$ cat src/rtl/shift_rotate_unit.sv
// shift_rotate_unit: multi-mode shift/rotate register with parallel load,
// serial input and a start/busy/done handshake. A multi-position shift
// moves one bit position per clock.
module shift_rotate_unit #(
  parameter int unsigned WIDTH   = 8,
  parameter int unsigned SHAMT_W = 3
) (
  input  logic               clock,
  input  logic               resetn,
  input  logic               start,
  input  logic [2:0]         op,
  input  logic [SHAMT_W-1:0] shamt,
  input  logic [WIDTH-1:0]   data_in,
  input  logic               ser_in,
  output logic [WIDTH-1:0]   q,
  output logic               ser_out,
  output logic               busy,
  output logic               done
);

  localparam int unsigned OP_W = 3;

  localparam logic [OP_W-1:0] OP_LOAD  = 3'b000;
  localparam logic [OP_W-1:0] OP_ROR   = 3'b001;
  localparam logic [OP_W-1:0] OP_ROL   = 3'b010;
  localparam logic [OP_W-1:0] OP_LSR   = 3'b011;
  localparam logic [OP_W-1:0] OP_LSL   = 3'b100;
  localparam logic [OP_W-1:0] OP_ASR   = 3'b101;
  localparam logic [OP_W-1:0] OP_SRI   = 3'b110;
  localparam logic [OP_W-1:0] OP_CLEAR = 3'b111;

  typedef enum logic {
    ST_IDLE  = 1'b0,
    ST_SHIFT = 1'b1
  } state_e;

  state_e             state_q, state_d;
  logic [OP_W-1:0]    op_q, op_d;
  logic [SHAMT_W-1:0] cnt_q, cnt_d;
  logic [WIDTH-1:0]   reg_q, reg_d;
  logic               ser_q, ser_d;
  logic               busy_q, busy_d;
  logic               done_q, done_d;

  // One-position step of the latched operation and the bit it pushes out
  logic [WIDTH-1:0]   step_val_c;
  logic               step_out_c;

  // Single-position shift/rotate datapath for the operation held in op_q
  always_comb begin
    step_val_c = reg_q;
    step_out_c = ser_q;
    case (op_q)
      OP_ROR: begin
        step_val_c = {reg_q[0], reg_q[WIDTH-1:1]};
        step_out_c = reg_q[0];
      end
      OP_ROL: begin
        step_val_c = {reg_q[WIDTH-2:0], reg_q[WIDTH-1]};
        step_out_c = reg_q[WIDTH-1];
      end
      OP_LSR: begin
        step_val_c = {1'b0, reg_q[WIDTH-1:1]};
        step_out_c = reg_q[0];
      end
      OP_LSL: begin
        step_val_c = {reg_q[WIDTH-2:0], 1'b0};
        step_out_c = reg_q[WIDTH-1];
      end
      OP_ASR: begin
        step_val_c = {reg_q[WIDTH-1], reg_q[WIDTH-1:1]};
        step_out_c = reg_q[0];
      end
      OP_SRI: begin
        // ser_in is sampled live on every SRI step
        step_val_c = {ser_in, reg_q[WIDTH-1:1]};
        step_out_c = reg_q[0];
      end
      default: begin
        step_val_c = reg_q;
        step_out_c = ser_q;
      end
    endcase
  end

  // Next-state and registered-output logic for the IDLE/SHIFT controller
  always_comb begin
    state_d = state_q;
    op_d    = op_q;
    cnt_d   = cnt_q;
    reg_d   = reg_q;
    ser_d   = ser_q;
    done_d  = 1'b0;

    case (state_q)
      ST_IDLE: begin
        if (start) begin
          case (op)
            OP_LOAD: begin
              reg_d  = data_in;
              done_d = 1'b1;
            end
            OP_CLEAR: begin
              reg_d  = '0;
              done_d = 1'b1;
            end
            default: begin
              if (shamt == '0) begin
                // Zero-length shift completes immediately with q untouched
                done_d = 1'b1;
              end else begin
                op_d    = op;
                cnt_d   = shamt;
                state_d = ST_SHIFT;
              end
            end
          endcase
        end
      end
      ST_SHIFT: begin
        // start is deliberately ignored here; there is no request queue
        reg_d = step_val_c;
        ser_d = step_out_c;
        cnt_d = cnt_q - SHAMT_W'(1);
        if (cnt_q == SHAMT_W'(1)) begin
          state_d = ST_IDLE;
          done_d  = 1'b1;
        end
      end
      default: begin
        state_d = ST_IDLE;
      end
    endcase

    busy_d = (state_d == ST_SHIFT);
  end

  // State and output registers; reset aborts any shift without a done pulse
  always_ff @(posedge clock or negedge resetn) begin
    if (!resetn) begin
      state_q <= ST_IDLE;
      op_q    <= OP_LOAD;
      cnt_q   <= '0;
      reg_q   <= '0;
      ser_q   <= 1'b0;
      busy_q  <= 1'b0;
      done_q  <= 1'b0;
    end else begin
      state_q <= state_d;
      op_q    <= op_d;
      cnt_q   <= cnt_d;
      reg_q   <= reg_d;
      ser_q   <= ser_d;
      busy_q  <= busy_d;
      done_q  <= done_d;
    end
  end

  assign q       = reg_q;
  assign ser_out = ser_q;
  assign busy    = busy_q;
  assign done    = done_q;

endmodule

$ cat config.mk
export PLATFORM = sky130hd
export DESIGN_NAME = shift_rotate_unit
export DESIGN_NICKNAME = d
export VERILOG_FILES = /design/src/rtl/shift_rotate_unit.sv
export SDC_FILE = /design/constraint.sdc
export NUM_CORES = 1
export LEC_CHECK = 0
export CAP_MARGIN = 20
export CORE_MARGIN = 4
export CORE_UTILIZATION = 53
export CTS_BUF_LIST = sky130_fd_sc_hd__clkbuf_4
export DETAILED_ROUTE_END_ITERATION = 6
export PLACE_DENSITY = 0.87
export SLEW_MARGIN = 20
export SYNTH_ARGS = -nofsm -noshare
export SYNTH_HDL_FRONTEND = slang
export SYNTH_SLANG_ARGS = --single-unit
$ cat constraint.sdc
create_clock -name clock -period 3.4 [get_ports clock]
set_input_delay 0.68 -clock clock [delete_from_list [all_inputs] [get_ports clock]]
set_output_delay 0.68 -clock clock [all_outputs]
set_load 0.01 [all_outputs]
==> results.yml <==
clock_tree:
  postCtsHoldBufs: 0
  cts.path.max_buffers: 2
  clock_tree.htree_level_count: 1
  ctsResizeCount: 0
  path_clk_slew_ns: 0.10
  cts_tree: "done"
  cts_num_sinks: 17
  cts_post_setup_buffers_inserted: 0
  cts_made_buffers: 3
  clock_latency_reported_for_the_late_side_of_the_worst_skew_pair_ns: 0.29
  clockRootBuffer: "sky130_fd_sc_hd__clkbuf_4"
min_path:
  hold_path.startpoint: "cnt_q[0]$_DFFE_PN0P_"
  hold_path.class: "flip-flop to flip-flop"
  worst_hold_depth: 1
  hold_worst_path_end: "cnt_q[0]$_DFFE_PN0P_"
yosys:
  yosysWarningCount: 0
  syn-num-nets: 125
  synth-seq-cells: 17
  synth.yosys.seq_area_share: 0.401
  netlist_area_sq_mm: 0.00106
  synth_area_leader_cell: "sky130_fd_sc_hd__dfrtp_1"
  post_synth_main_area_contributors: "sky130_fd_sc_hd__dfrtp_1 (40%), sky130_fd_sc_hd__a222oi_1 (5.7%), sky130_fd_sc_hd__a21oi_1 (5.2%)"
  syn_avg_cell_area_sq_um: 10.1
  syn-instance-count: 105
  synth_top_area_share: 0.401
  ys_types: 45
cells_and_area:
  flow.area_growth_from_synthesis_pct: 29.1
  mostFrequentLayoutCells: "sky130_fd_sc_hd__clkdlybuf4s50_1 (28), sky130_fd_sc_hd__dfrtp_1 (17), sky130_fd_sc_hd__a21oi_1 (11)"
  diodes: 0
  final_layout_size_suffix_gt1_frac: 0.106
  finalNetCount: 153
  mostFrequentLayoutCell: "sky130_fd_sc_hd__clkdlybuf4s50_1"
place:
  place_hpwl_microns: 1950
  port-buffer-count: 28
  dpl_worst_slack_ns: 1.01
  place_congestion: 0.806
setup_path:
  critical_path.endpoint_type: "output port"
  r2r_start: "op_q[2]$_DFFE_PN0P_"
  worstPathCellList: "clkdlybuf4s50_1"
  worst_reg2reg_setup_slack_ns: 1.60
  max_stage_delay_ns: 0.63
  worst_ep_required_time_ns: 2.72
  r2r_worst_path_depth: 4
  crit-reg2reg-capture: "q[0]$_DFFE_PN0P_"
  worst-path-max-fanout: 13
  worst_setup_path_start_kind: "flip-flop"
  critPathBufInv: 1
  cp.arrival_ns: 1.55
  crit_path_top_delay_cell: "sky130_fd_sc_hd__dfrtp_1"
  cpLargestDelayFamily: "flip-flops"
  path_class: "flip-flop to output port"
floorplan:
  num_rows: 15
  die_w_microns: 52.7
  top_level_ports: 29
  die_outline_height_microns: 52.7
  coreArea_sq_mm: 0.00180
  die_area_sq_mm: 0.00278
  floorplan.initialDensity: 0.589
timing:
  tightestPinTransition_ns: 0.809
  setup_total_negative_slack_ns: 0
  max_clock_freq_ghz: 0.449
  timing.slew.headroom: 0.459
  final.min_clock_period_ns: 2.23
  rsz_0062_raised_after_global_routing: "no"
  fin_ws_ns: 1.17
  setup_violations: 0
  worst_clock_skew_ns: 0.00353
  slew_viol_final: 0
  timing.final.hold_violations: 0
  final_min_period_over_clock_period: 0.656
run_status:
  outcome: "completed"
pwr:
  worst_ir_drop_vdd_mv: 0.589
  power_per_cell_area_mw_per_mm2: 990
  p_leak_uw: 0.000541
route:
  final_antenna_net_count: 0
  drt_wl_total_microns: 2660
  routedWlPerCell_microns: 16.9
  detail_route.first_pass.iterations: 4
  remaining_drc_errors: 0
  num_vias: 1010
  drtIter0Drc: 59
  post_drt_via_cell_ratio: 6.43
global_routing:
  grt_use_total: 0.211
  grt_antenna_before_repair: 0
  grt_first_pass_wirelength_microns: 4330
  grt_max_degree: 18
  grt_remaining_overflow: 0
  first_global_vias: 905
flow_run:
  max_cap_violations: 0
cell type report:
type                    instances  area [sq um]
flip-flops and latches         17           425
repair buffers                 28           280
fillers                       135           432
well taps                      25          31.3
inverters                       3          11.3
multi-input cells              80           592
clock buffers                   4          30.0
where the power goes:
group	leakage (uW)	internal, uW	total (uW)	switching (uW)
clock	0.0000184	53.6	114	60.9
sequential	0.000198	310	490	180
combinational	0.000324	408	752	344
synthesized netlist by cell type:
cell type,instances
sky130_fd_sc_hd__nor2b_1,1
sky130_fd_sc_hd__o31ai_2,1
sky130_fd_sc_hd__a21o_1,2
sky130_fd_sc_hd__mux2_2,3
sky130_fd_sc_hd__nor3_2,1
sky130_fd_sc_hd__a31oi_1,2
sky130_fd_sc_hd__or2_1,1
sky130_fd_sc_hd__nor3_1,8
sky130_fd_sc_hd__xnor2_1,1
sky130_fd_sc_hd__ha_1,2
sky130_fd_sc_hd__a311oi_1,1
sky130_fd_sc_hd__a221o_1,1
sky130_fd_sc_hd__o211ai_1,1
sky130_fd_sc_hd__nand2b_1,3
sky130_fd_sc_hd__a32oi_1,2
sky130_fd_sc_hd__o21ai_0,6
sky130_fd_sc_hd__o21a_4,1
sky130_fd_sc_hd__a21boi_1,1
sky130_fd_sc_hd__or3_4,1
sky130_fd_sc_hd__inv_1,3
sky130_fd_sc_hd__or3b_1,1
sky130_fd_sc_hd__a21oi_4,1
sky130_fd_sc_hd__a2bb2oi_1,1
sky130_fd_sc_hd__nand3_1,1
sky130_fd_sc_hd__o21bai_1,1
sky130_fd_sc_hd__a22oi_1,1
sky130_fd_sc_hd__a21oi_1,11
sky130_fd_sc_hd__nor2_1,4
sky130_fd_sc_hd__dfrtp_1,17
sky130_fd_sc_hd__nor3b_1,1
sky130_fd_sc_hd__and3b_2,1
sky130_fd_sc_hd__and2_1,2
sky130_fd_sc_hd__and3_1,2
sky130_fd_sc_hd__xnor2_2,1
sky130_fd_sc_hd__buf_2,2
sky130_fd_sc_hd__o221ai_1,1
sky130_fd_sc_hd__mux2i_1,2
sky130_fd_sc_hd__buf_4,1
sky130_fd_sc_hd__buf_6,1
sky130_fd_sc_hd__nand3b_1,1
sky130_fd_sc_hd__clkbuf_1,1
sky130_fd_sc_hd__or3_1,1
sky130_fd_sc_hd__nand2_1,1
sky130_fd_sc_hd__a222oi_1,6
sky130_fd_sc_hd__nand4_1,1
cell families (layout without fill, tap and decap cells):
family                     Yosys count  in the layout  synth area share
AOI/OAI and AO/OA                   40             40             0.283
xor gates and xnor gates             2              2            0.0236
adders and majority gates            2              2            0.0236
buffers and inverters                8             35            0.0413
DFF                                 17             17             0.401
muxes                                5              5            0.0507
and+or+nand+nor                     31             31             0.177
registers in the layout, indices dropped and copies added, names as in the netlist:
name and cells:
done 1, op_q 3, busy 1, ser_out 1
q 8, cnt_q 3
stage by stage:
stage | util | cell area [sq um] | cells | total power (uW) | hold WS (ns)
floorplan | - | 1060 | 105 | 988 | 0.384
global placement | 0.744 | 1340 | 153 | 1210 | 0.499
detailed placement | 0.744 | 1340 | 153 | 1250 | 0.504
CTS | 0.760 | 1370 | 157 | 1370 | 0.520
global route | 0.760 | 1370 | 157 | 1470 | 0.565
finish | 0.760 | 1370 | 157 | 1360 | 0.515
how the worst max path moves through the flow:
stage	slack, ns	start	depth (start not counted)	endpoint
6_report	1.17	busy$_DFF_PN0_	1	busy
5_1_grt	1.09	busy$_DFF_PN0_	1	busy
4_1_cts	1.18	busy$_DFF_PN0_	1	busy
3_5_place_dp	1.01	op[1]	5	q[0]$_DFFE_PN0P_
3_3_place_gp	1.07	op[1]	5	q[3]$_DFFE_PN0P_
2_1_floorplan	1.65	op[1]	5	q[0]$_DFFE_PN0P_
metal layers:
metal | global-route usage | part of all wire | vias up
met3 | 0.0285 | 0.053 | 5
met2 | 0.343 | 0.52 | 42
met5 | 0 | 0 | -
met1 | 0.293 | 0.42 | 495
met4 | 0.0553 | 0.014 | 0
li1 | - | - | 468
Power figures use the tool's default switching activity.
